## src/rtl/axi_burst_master.sv

```systemverilog
// AXI4 INCR burst master: one command in flight, streaming W/R data, one completion pulse per command.
// Optional 4 KB boundary rejection is enabled by defining AXI_MASTER_4K_CHECK_EN.
module axi_burst_master #(
    parameter int AXI_ADDR_WIDTH = 32,
    parameter int AXI_DATA_WIDTH = 128,
    parameter int AXI_ID_WIDTH   = 16,
    parameter int MAX_BURST_LEN  = 256
) (
    input  logic                        s_axi_aclk,
    input  logic                        s_axi_areset,
    input  logic                        cmd_valid,
    output logic                        cmd_ready,
    input  logic                        cmd_rw,
    input  logic [AXI_ADDR_WIDTH-1:0]   cmd_addr,
    input  logic [7:0]                  cmd_len,
    input  logic [AXI_ID_WIDTH-1:0]     cmd_id,
    input  logic                        wr_valid,
    output logic                        wr_ready,
    input  logic [AXI_DATA_WIDTH-1:0]   wr_data,
    input  logic [AXI_DATA_WIDTH/8-1:0] wr_strb,
    output logic                        rd_valid,
    input  logic                        rd_ready,
    output logic [AXI_DATA_WIDTH-1:0]   rd_data,
    output logic                        rd_last,
    output logic [1:0]                  rd_resp,
    output logic                        done_valid,
    output logic [1:0]                  done_resp,
    output logic [AXI_ID_WIDTH-1:0]     done_id,
    output logic [AXI_ADDR_WIDTH-1:0]   m_axi_awaddr,
    output logic [AXI_ID_WIDTH-1:0]     m_axi_awid,
    output logic [7:0]                  m_axi_awlen,
    output logic [2:0]                  m_axi_awsize,
    output logic [1:0]                  m_axi_awburst,
    output logic                        m_axi_awvalid,
    input  logic                        m_axi_awready,
    output logic [AXI_DATA_WIDTH-1:0]   m_axi_wdata,
    output logic [AXI_DATA_WIDTH/8-1:0] m_axi_wstrb,
    output logic                        m_axi_wlast,
    output logic                        m_axi_wvalid,
    input  logic                        m_axi_wready,
    input  logic [AXI_ID_WIDTH-1:0]     m_axi_bid,
    input  logic [1:0]                  m_axi_bresp,
    input  logic                        m_axi_bvalid,
    output logic                        m_axi_bready,
    output logic [AXI_ADDR_WIDTH-1:0]   m_axi_araddr,
    output logic [AXI_ID_WIDTH-1:0]     m_axi_arid,
    output logic [7:0]                  m_axi_arlen,
    output logic [2:0]                  m_axi_arsize,
    output logic [1:0]                  m_axi_arburst,
    output logic                        m_axi_arvalid,
    input  logic                        m_axi_arready,
    input  logic [AXI_ID_WIDTH-1:0]     m_axi_rid,
    input  logic [AXI_DATA_WIDTH-1:0]   m_axi_rdata,
    input  logic [1:0]                  m_axi_rresp,
    input  logic                        m_axi_rlast,
    input  logic                        m_axi_rvalid,
    output logic                        m_axi_rready
);
    localparam int SIZE = $clog2(AXI_DATA_WIDTH/8);

    typedef enum logic [2:0] {IDLE, AW, W, B, AR, R, DONE} state_t;

    state_t                    r_state;
    logic [AXI_ADDR_WIDTH-1:0] r_addr;
    logic [7:0]                r_len;
    logic [7:0]                r_cnt;
    logic [AXI_ID_WIDTH-1:0]   r_id;
    logic [AXI_ID_WIDTH-1:0]   r_done_id;
    logic [1:0]                r_resp;
    logic                      r_awvalid;
    logic                      r_arvalid;
    logic                      r_bready;
    logic                      r_done;

    logic w_len_bad;
    logic w_bad4k;
    logic w_reject;
    logic w_whs;
    logic w_rhs;

    assign w_len_bad = (32'(cmd_len) > 32'(MAX_BURST_LEN - 1));

`ifdef AXI_MASTER_4K_CHECK_EN
    logic [AXI_ADDR_WIDTH-1:0] w_bytes;
    logic [AXI_ADDR_WIDTH-1:0] w_end;
    assign w_bytes = (AXI_ADDR_WIDTH'(cmd_len) + AXI_ADDR_WIDTH'(1)) << SIZE;
    assign w_end   = cmd_addr + w_bytes - AXI_ADDR_WIDTH'(1);
    assign w_bad4k = (cmd_addr[AXI_ADDR_WIDTH-1:12] != w_end[AXI_ADDR_WIDTH-1:12]);
`else
    assign w_bad4k = 1'b0;
`endif

    assign w_reject = w_len_bad | w_bad4k;

    // Reset is folded in so cmd_ready reads 0 while reset is held.
    assign cmd_ready = (r_state == IDLE) & ~s_axi_areset;

    assign m_axi_awaddr  = r_addr;
    assign m_axi_awid    = r_id;
    assign m_axi_awlen   = r_len;
    assign m_axi_awsize  = 3'(SIZE);
    assign m_axi_awburst = 2'b01;
    assign m_axi_awvalid = r_awvalid;
    assign m_axi_araddr  = r_addr;
    assign m_axi_arid    = r_id;
    assign m_axi_arlen   = r_len;
    assign m_axi_arsize  = 3'(SIZE);
    assign m_axi_arburst = 2'b01;
    assign m_axi_arvalid = r_arvalid;
    assign m_axi_bready  = r_bready;

    assign m_axi_wvalid = (r_state == W) & wr_valid;
    assign wr_ready     = (r_state == W) & m_axi_wready;
    assign m_axi_wdata  = wr_data;
    assign m_axi_wstrb  = wr_strb;
    assign m_axi_wlast  = (r_cnt == r_len);
    assign w_whs        = m_axi_wvalid & m_axi_wready;

    assign rd_valid     = (r_state == R) & m_axi_rvalid;
    assign m_axi_rready = (r_state == R) & rd_ready;
    assign rd_data      = m_axi_rdata;
    assign rd_last      = m_axi_rlast;
    assign rd_resp      = m_axi_rresp;
    assign w_rhs        = rd_valid & m_axi_rready;

    assign done_valid = r_done;
    assign done_resp  = r_resp;
    assign done_id    = r_done_id;

    always_ff @(posedge s_axi_aclk or posedge s_axi_areset) begin
        if (s_axi_areset) begin
            r_state   <= IDLE;
            r_addr    <= '0;
            r_len     <= '0;
            r_cnt     <= '0;
            r_id      <= '0;
            r_done_id <= '0;
            r_resp    <= 2'b00;
            r_awvalid <= 1'b0;
            r_arvalid <= 1'b0;
            r_bready  <= 1'b0;
            r_done    <= 1'b0;
        end else begin
            r_done <= 1'b0;
            case (r_state)
                IDLE: if (cmd_valid) begin
                    r_addr <= cmd_addr;
                    r_len  <= cmd_len;
                    r_id   <= cmd_id;
                    r_cnt  <= '0;
                    r_resp <= 2'b00;
                    if (w_reject) begin
                        r_resp    <= 2'b10;
                        r_done_id <= cmd_id;
                        r_done    <= 1'b1;
                        r_state   <= DONE;
                    end else if (cmd_rw) begin
                        r_awvalid <= 1'b1;
                        r_state   <= AW;
                    end else begin
                        r_arvalid <= 1'b1;
                        r_state   <= AR;
                    end
                end
                AW: if (m_axi_awready) begin
                    r_awvalid <= 1'b0;
                    r_state   <= W;
                end
                W: if (w_whs) begin
                    if (r_cnt == r_len) begin
                        r_bready <= 1'b1;
                        r_state  <= B;
                    end else begin
                        r_cnt <= r_cnt + 8'd1;
                    end
                end
                B: if (m_axi_bvalid) begin
                    r_bready  <= 1'b0;
                    r_resp    <= m_axi_bresp;
                    r_done_id <= m_axi_bid;
                    r_done    <= 1'b1;
                    r_state   <= DONE;
                end
                AR: if (m_axi_arready) begin
                    r_arvalid <= 1'b0;
                    r_state   <= R;
                end
                R: if (w_rhs) begin
                    // Keep the first error seen in the burst.
                    if (r_resp == 2'b00) r_resp <= m_axi_rresp;
                    if (m_axi_rlast) begin
                        r_done_id <= m_axi_rid;
                        r_done    <= 1'b1;
                        r_state   <= DONE;
                    end
                end
                DONE: r_state <= IDLE;
                default: r_state <= IDLE;
            endcase
        end
    end
endmodule
```

## config.mk

```make
export PLATFORM = sky130hd
export DESIGN_NAME = axi_burst_master
export DESIGN_NICKNAME = d
export VERILOG_FILES = /design/src/rtl/axi_burst_master.sv
export SDC_FILE = /design/constraint.sdc
export NUM_CORES = 1
export LEC_CHECK = 0
export CORE_AREA = 2 2 309 311
export DETAILED_ROUTE_END_ITERATION = 8
export DIE_AREA = 0 0 311 313
export PLACE_DENSITY_LB_ADDON = 0.25
export SYNTH_ARGS = -nofsm -noshare
export SYNTH_HDL_FRONTEND = slang
export SYNTH_SLANG_ARGS = --single-unit
```

## constraint.sdc

```tcl
create_clock -name s_axi_aclk -period 6.8 [get_ports s_axi_aclk]
set_input_delay 2.04 -clock s_axi_aclk [delete_from_list [all_inputs] [get_ports s_axi_aclk]]
set_output_delay 2.04 -clock s_axi_aclk [all_outputs]
set_load 0.01 [all_outputs]
```

==> results of run 1 <==
per-layer routing:
metal / GRT usage / share of wire
met1: 0.04391 / 0.30
met2: 0.08538 / 0.49
met3: 0.03321 / 0.14
met4: 0.04293 / 0.067
met5: 0 / 0
registers in the layout, indices dropped and copies added, names as in the netlist:
| name | cells |
|---|---|
| m_axi_arlen | 8 |
| r_cnt | 8 |
| r_state | 3 |
| m_axi_arid | 16 |
| done_id | 16 |
| m_axi_arvalid | 1 |
| m_axi_awvalid | 1 |
| m_axi_araddr | 32 |
| m_axi_bready | 1 |
| done_resp | 2 |
| done_valid | 1 |
metrics by stage:
step,cells,setup WS (ns),power (uW)
2_1_floorplan,673,2.367,2063
3_3_place_gp,1829,1.439,2780
3_5_place_dp,1829,1.457,2782
4_1_cts,1845,1.434,3414
5_1_grt,1845,1.406,3551
6_report,1845,1.456,3297
cell usage in the layout, fill, tap and decap left out, drive strengths merged, types with 8 or more instances in the layout:
| cell type | n |
|---|---|
| nand2 | 17 |
| mux2 | 58 |
| conb | 10 |
| a21oi | 17 |
| xnor2 | 8 |
| dfrtp | 89 |
| clkbuf | 10 |
| o21ai | 12 |
| nor2 | 23 |
| inv | 9 |
| mux2i | 16 |
| o31ai | 10 |
| clkdlybuf4s50 | 246 |
power by group through the flow:
stage                     logic, uW  clock network [uW]  registers, uW
after floorplan                1000                   0           1060
after global placement         1720                   0           1060
after detailed placement       1720                   0           1070
after CTS                      1720                 633           1060
after global routing           1820                 639           1100
final                          1680                 573           1040
layout make-up:
type,instances,share of cell area
Clock inverter,6,0.009025
Timing Repair Buffer,250,0.2996
Clock buffer,10,0.02753
Tap cell,1265,0.1903
Sequential cell,89,0.2678
Multi-Input combinational cell,219,0.2028
Inverter,6,0.003008
worst max path at each step:
stage / slack (ns) / end / cells past startpoint / from
floorplan: 2.37 / cmd_ready / 1 / s_axi_areset
global placement: 1.44 / cmd_ready / 3 / s_axi_areset
detailed placement: 1.46 / cmd_ready / 3 / s_axi_areset
CTS: 1.43 / cmd_ready / 3 / s_axi_areset
global route: 1.41 / cmd_ready / 3 / s_axi_areset
finish: 1.46 / cmd_ready / 3 / s_axi_areset
kinds of logic (layout without fill, tap and decap cells):
kind of cell	count (synthesis)	after routing	synth area share
buffers and inverters	365	272	0.4091
flip-flops	89	89	0.3393
multiplexers	74	74	0.1239
AND/OR/NAND/NOR	74	74	0.05719
AO/OA/AOI/OAI	52	52	0.05681
XOR/XNOR	8	8	0.01068
other	2	10	0.001144
adder cells (fa/ha/maj)	1	1	0.001906
==> metrics.md, run 1 <==
| Metric | Value |
|---|---|
| CTS sink count | 89 |
| Per-cell via count in the routed design | 2.129 |
| Post-Route Setup TNS | 0 ns |
| Number of post-CTS setup repair buffers | 0 |
| Power dissipated by switching net loads | 1248 uW |
| Pin count of the biggest net entering global routing | 47 |
| Number of antenna violations at the first check in global routing | 1 |
| Number of buffers inserted during clock tree synthesis | 9 |
| Clock transition at path regs | 0.07 ns |
| Area occupied by multi-input gates | 1687 sq um |
| Combined buffer and inverter count along the critical path | 2 |
| Depth of the CTS H-tree | 3 |
| Total length of routed wires | 25370 um |
| Final critical path time including I/O delays and setup | 5.344 ns |
| Proportion of layout cells with a drive suffix above 1 | 0.05172 |
| Hold slack | 0.5144 ns |
| Power per standard cell area | 396.3 nW/um^2 |
| Register-to-register path setup slack | 4.18 ns |
| Nature of the critical path startpoint | input pin |
| Run status | finished clean |
| Synth Warn # | 0 |
| Hold Path Cell Cnt | 1 |
| Peak Freq | 0.1871 GHz |
| Clock group share of total power | 0.174 |
| Maximum buffer depth of the clock tree | 2 |
| Sw Share | 0.3787 |
| Number of violations of the max-capacitance limit | 0 |
| DIE AREA | 97340 sq um |
| GRT Residual Overflow | 0 |
| Dpl cell area | 8014 sq um |
| Arrival time at the worst endpoint | 3.30 ns |
| Final Hold Fails | 0 |
| WL per Instance | 13.75 um |
| Endpoint of the lowest-slack register-to-register path | done_id[14]$_DFFE_PP0P_ |
| Most frequently used flop master after synthesis | dfrtp_1 |
| Root Driver | clkbuf_16 |
| Cells on worst reg2reg path | 6 |
| Netlist area before placement | 6564 sq um |
| Half-perimeter wire length of the detailed placement result | 20780 um |
| Number of distinct library cell variants in the gate-level netlist after synthesis | 45 |
| Maximum fanout encountered on the critical timing path | 2 |
| Diode count | 0 |
| Top post-synthesis cells by area | buf_4, dfrtp_1, mux2_1 |
| Worst-path cell chain | clkdlybuf4s50_1 > nor4_1 > clkdlybuf4s50_1 |
| Internal Power | 2048 uW |
| Die height | 313 um |
| Family with the most delay on the worst path | buffers and inverters |
| Slowest stage cell, crit path | clkdlybuf4s50_1 |
| Post-cts gate resize count | 0 |
| End of the worst hold path | m_axi_araddr[16]$_DFFE_PP0P_ |
| Setup repair after global routing missed its margin | no |
| Number of register bits inferred by synthesis | 89 |
| Vias in the first global route | 4211 |
| Total DRC errors in the routed layout | 0 |
| # rows | 113 |
| Effective utilization at floorplan | 0.06971 |
| Source of the worst register-to-register timing path | r_state[0]$_DFFE_PP0P_ |
| Number of ports placed on the die boundary | 801 |
| Min-delay worst type | reg -> reg |
| Count of flip-flops with a built-in enable after synthesis | 0 |
| Part of the Yosys area used for sequential elements | 0.3393 |
| Die width | 311 um |
| Area used by sequential logic in the layout | 2227 sq um |
| Clock Skew | 0.01487 ns |
| Core occupancy in the finished layout | 0.08834 |
| Leakage dissipation | 0.002819 uW |
| Max IR drop VDD | 0.1200 mV |
| Dominant cell type by count on the critical path | clkdlybuf4s50_1 |
| DRC marker count from the first detailed-route iteration | 86 |
| First-pass GRT wire length | 34490 um |
| Number of nets in the layout | 952 |
| Max stage delay on crit path | 0.60 ns |
| Sequential Power Share | 0.316 |
| Max transition margin | 0.2805 |
| Setup CP Type | in -> out |
| Tot GR Track Use | 0.05177 |
| Cell taking the most area after synthesis | buf_4 |
| Most instantiated cells after synthesis | buf_4, dfrtp_1, mux2_1 |
| Fillers | 10960 |
| Synth top area share | 0.3946 |
| Detailed-router iteration count before antenna repair | 4 |
| Mean Syn Cell Area | 9.870 sq um |
| Launch instance of the worst min-delay path | m_axi_araddr[16]$_DFFE_PP0P_ |
| Placeable core region | 94160 sq um |
| Transition time at the pin with the least slew margin | 1.077 ns |
| Worst path required time | 4.76 ns |
| Port Buffer Count | 246 |
| TritonCTS clock tree | built |
| Element type at the critical path end | primary output |
| Number of max-slew violations in the final report | 0 |
| Post-route standard cell area excluding fillers | 8318 sq um |
| Total setup violations reported at the end of the flow | 0 |
| Area Growth Syn to Fin | 26.73% |
| Post-cts hold buffer count | 0 |
| Part of the power in combinational logic | 0.511 |
| Total via count after detailed routing | 3928 |
| Async S/R FF share, synth | 1.000 |
| Count leader, synth | buf_4 |
| Synthesized instance count | 665 |
| Post-detailed-route count of antenna-violating nets | 0 |
| Source-to-sink clock delay at the later pin of the worst-skew pair | 0.40 ns |
| Post-route clock period utilization | 0.7858 |
| Final estimated routing congestion in global placement | 0.7180 |
Power figures use the tool's default switching activity.
==> run 2, diff against run 1 <==
--- a/config.mk
+++ b/config.mk
@@ -5,9 +5,9 @@
 export SDC_FILE = /design/constraint.sdc
 export NUM_CORES = 1
 export LEC_CHECK = 0
-export CORE_AREA = 2 2 309 311
+export CORE_AREA = 2 2 311 313
 export DETAILED_ROUTE_END_ITERATION = 8
-export DIE_AREA = 0 0 311 313
+export DIE_AREA = 0 0 313 315
 export PLACE_DENSITY_LB_ADDON = 0.25
 export SYNTH_ARGS = -nofsm -noshare
 export SYNTH_HDL_FRONTEND = slang
==> constraint.sdc (replaced) <==
create_clock -name s_axi_aclk -period 4.3 [get_ports s_axi_aclk]
set_input_delay 1.29 -clock s_axi_aclk [delete_from_list [all_inputs] [get_ports s_axi_aclk]]
set_output_delay 1.29 -clock s_axi_aclk [all_outputs]
set_load 0.01 [all_outputs]
==> run 2 against run 1 <==
  * Hold slack got worse by 0.0029 ns
  * Register-to-register slack worse by 2.4 ns
  * Utilization decreased by 0.051 points
  * Clock power is 54% higher
  * Largest power group unchanged
  * Sequential power increased by 50%
  * Sequential share of layout area fell by 0.28 points
  * Power is 58% higher
  * Clock-buffer cell count fell by 1
  * Combinational power is 64% higher
  * Global-route usage is essentially flat
  * Critical path depth unchanged
  * Sequential cell count unchanged
==> metrics.md, run 2 (synthesis gave the netlist of run 1 again) <==
| Metric | Value |
|---|---|
| Run status | finished clean |
| Setup CP Type | in -> out |
| Total setup violations reported at the end of the flow | 0 |
| WL per Instance | 13.93 um |
| Power per standard cell area | 618.8 nW/um^2 |
| Number of violations of the max-capacitance limit | 0 |
| Internal Power | 3268 uW |
| Element type at the critical path end | primary output |
| Clock Skew | 0.01682 ns |
| Effective utilization at floorplan | 0.06858 |
| Post-route clock period utilization | 0.8936 |
| Sequential Power Share | 0.300 |
| Final critical path time including I/O delays and setup | 3.842 ns |
| Sw Share | 0.3716 |
| TritonCTS clock tree | built |
| Fillers | 11050 |
| GRT Residual Overflow | 0 |
| Most used cells in the layout excluding fill and tap cells | clkdlybuf4s50_1, dfrtp_1, mux2_1 |
| Hold Path Cell Cnt | 1 |
| # rows | 114 |
| Diode count | 0 |
| Post-placement setup slack | 0.4395 ns |
| Number of nets in the layout | 959 |
| Source of the worst register-to-register timing path | r_state[0]$_DFFE_PP0P_ |
| Post-Route Setup TNS | 0 ns |
| Setup repair after global routing missed its margin | no |
| Total DRC errors in the routed layout | 0 |
| Power dissipated by switching net loads | 1933 uW |
| Area Growth Syn to Fin | 28.06% |
| Depth of the CTS H-tree | 3 |
| Post-cts gate resize count | 0 |
| Part of the power in combinational logic | 0.530 |
| Number of antenna violations at the first check in global routing | 0 |
| Die height | 315 um |
| Maximum buffer depth of the clock tree | 2 |
| Arrival time at the worst endpoint | 2.55 ns |
| Half-perimeter wire length of the detailed placement result | 21930 um |
| Pin count of the biggest net entering global routing | 57 |
| Final estimated routing congestion in global placement | 0.7576 |
| First-pass GRT wire length | 34390 um |
| Peak Freq | 0.2603 GHz |
| CTS sink count | 89 |
| Number of ports placed on the die boundary | 801 |
| Total via count after detailed routing | 3954 |
| Tot GR Track Use | 0.05188 |
| Post-cts hold buffer count | 0 |
| Placeable core region | 95710 sq um |
| Total length of routed wires | 25950 um |
| Flip-flop count of the largest register, all copies and words added | 32 |
| Vias in the first global route | 4138 |
| Root Driver | clkbuf_16 |
| Number of post-CTS setup repair buffers | 0 |
| Launch instance of the worst min-delay path | m_axi_arid[6]$_DFFE_PP0P_ |
| DRC marker count from the first detailed-route iteration | 89 |
| Leakage dissipation | 0.002868 uW |
| Proportion of layout cells with a drive suffix above 1 | 0.06474 |
| Clock transition at path regs | 0.07 ns |
| Per-cell via count in the routed design | 2.122 |
| Die width | 313 um |
| Port Buffer Count | 246 |
| Number of buffers inserted during clock tree synthesis | 9 |
| Detailed-router iteration count before antenna repair | 4 |
| Register-to-register path setup slack | 1.81 ns |
| Crit. Startpoint | s_axi_areset |
| Endpoint of the lowest-slack register-to-register path | done_id[0]$_DFFE_PP0P_ |
| Number of max-slew violations in the final report | 0 |
| Most common cell after layout, fill and taps aside | clkdlybuf4s50_1 |
| DIE AREA | 98600 sq um |
| Max transition margin | 0.4932 |
| Post-detailed-route count of antenna-violating nets | 0 |
| Clock group share of total power | 0.170 |
| Final Hold Fails | 0 |
| Nature of the critical path startpoint | input pin |
| Min-delay worst type | reg -> reg |
| Maximum fanout encountered on the critical timing path | 2 |
| Worst path required time | 3.01 ns |
| Transition time at the pin with the least slew margin | 0.7586 ns |
| Smallest setup slack after layout | 0.4577 ns |
| End of the worst hold path | m_axi_arid[6]$_DFFE_PP0P_ |
| Cells on worst reg2reg path | 8 |
| Max IR drop VDD | 0.1739 mV |
| Source-to-sink clock delay at the later pin of the worst-skew pair | 0.40 ns |
## run 2: cell count changes in the layout (fill, tap and decap cells not counted)
cell,previous run,this run
buf_12,0,2
clkbuf_1,1,0
clkinv_2,0,2
clkinvlp_4,1,0
inv_8,1,0
inv_6,2,3
buf_4,4,9
## run 2: per-layer routing
| layer | track usage | routed length (um) | vias to the layer above |
|---|---|---|---|
| met2 | 0.09337 | 13850 | 376 |
| met4 | 0.04698 | 1809 | 2 |
| met1 | 0.03752 | 6802 | 1810 |
| met5 | 0.002418 | 31 | - |
| met3 | 0.03085 | 3453 | 103 |
| li1 | - | - | 1663 |
## run 2: how the worst max path moves through the flow
stage / to / slack, ns / cells after the start
floorplan: done_id[0]$_DFFE_PP0P_ / 0.70 / 1
global placement: cmd_ready / 0.45 / 3
detailed placement: cmd_ready / 0.44 / 3
CTS: cmd_ready / 0.42 / 3
global route: cmd_ready / 0.38 / 3
finish: cmd_ready / 0.46 / 3
## run 2: layout make-up
type                            count  area, sq um  share of cell area
Sequential cell                    89         2227              0.2650
Multi-Input combinational cell    219         1687              0.2007
Clock inverter                      7        75.07            0.008931
Tap cell                         1276         1597              0.1899
Timing Repair Buffer              257         2570              0.3057
Clock buffer                        9        225.2             0.02679
Inverter                            6        25.02            0.002977
## run 2: through the flow
step	util	cells	cell area (sq um)	total power [uW]	hold WS (ns)
after CTS	0.08782	1863	8406	5363	0.5184
after global routing	0.08782	1863	8406	5575	0.5348
after floorplan	-	673	6594	3263	0.4839
final	0.08782	1863	8406	5202	0.5115
after global placement	0.08469	1847	8105	4401	0.4906
after detailed placement	0.08469	1847	8105	4399	0.5011
## run 2: worst max-delay path, cell delays in order
cell and delay, ns:
clkdlybuf4s50_1 0.47, nor4_1 0.21, clkdlybuf4s50_1 0.59
## run 2: power by group through the flow
stage               logic, uW  registers, uW  clock network [uW]
finish                   2760           1560                 884
global route             2960           1630                 990
CTS                      2820           1580                 963
detailed placement       2810           1590                   0
global placement         2820           1580                   0
floorplan                1590           1670                   0
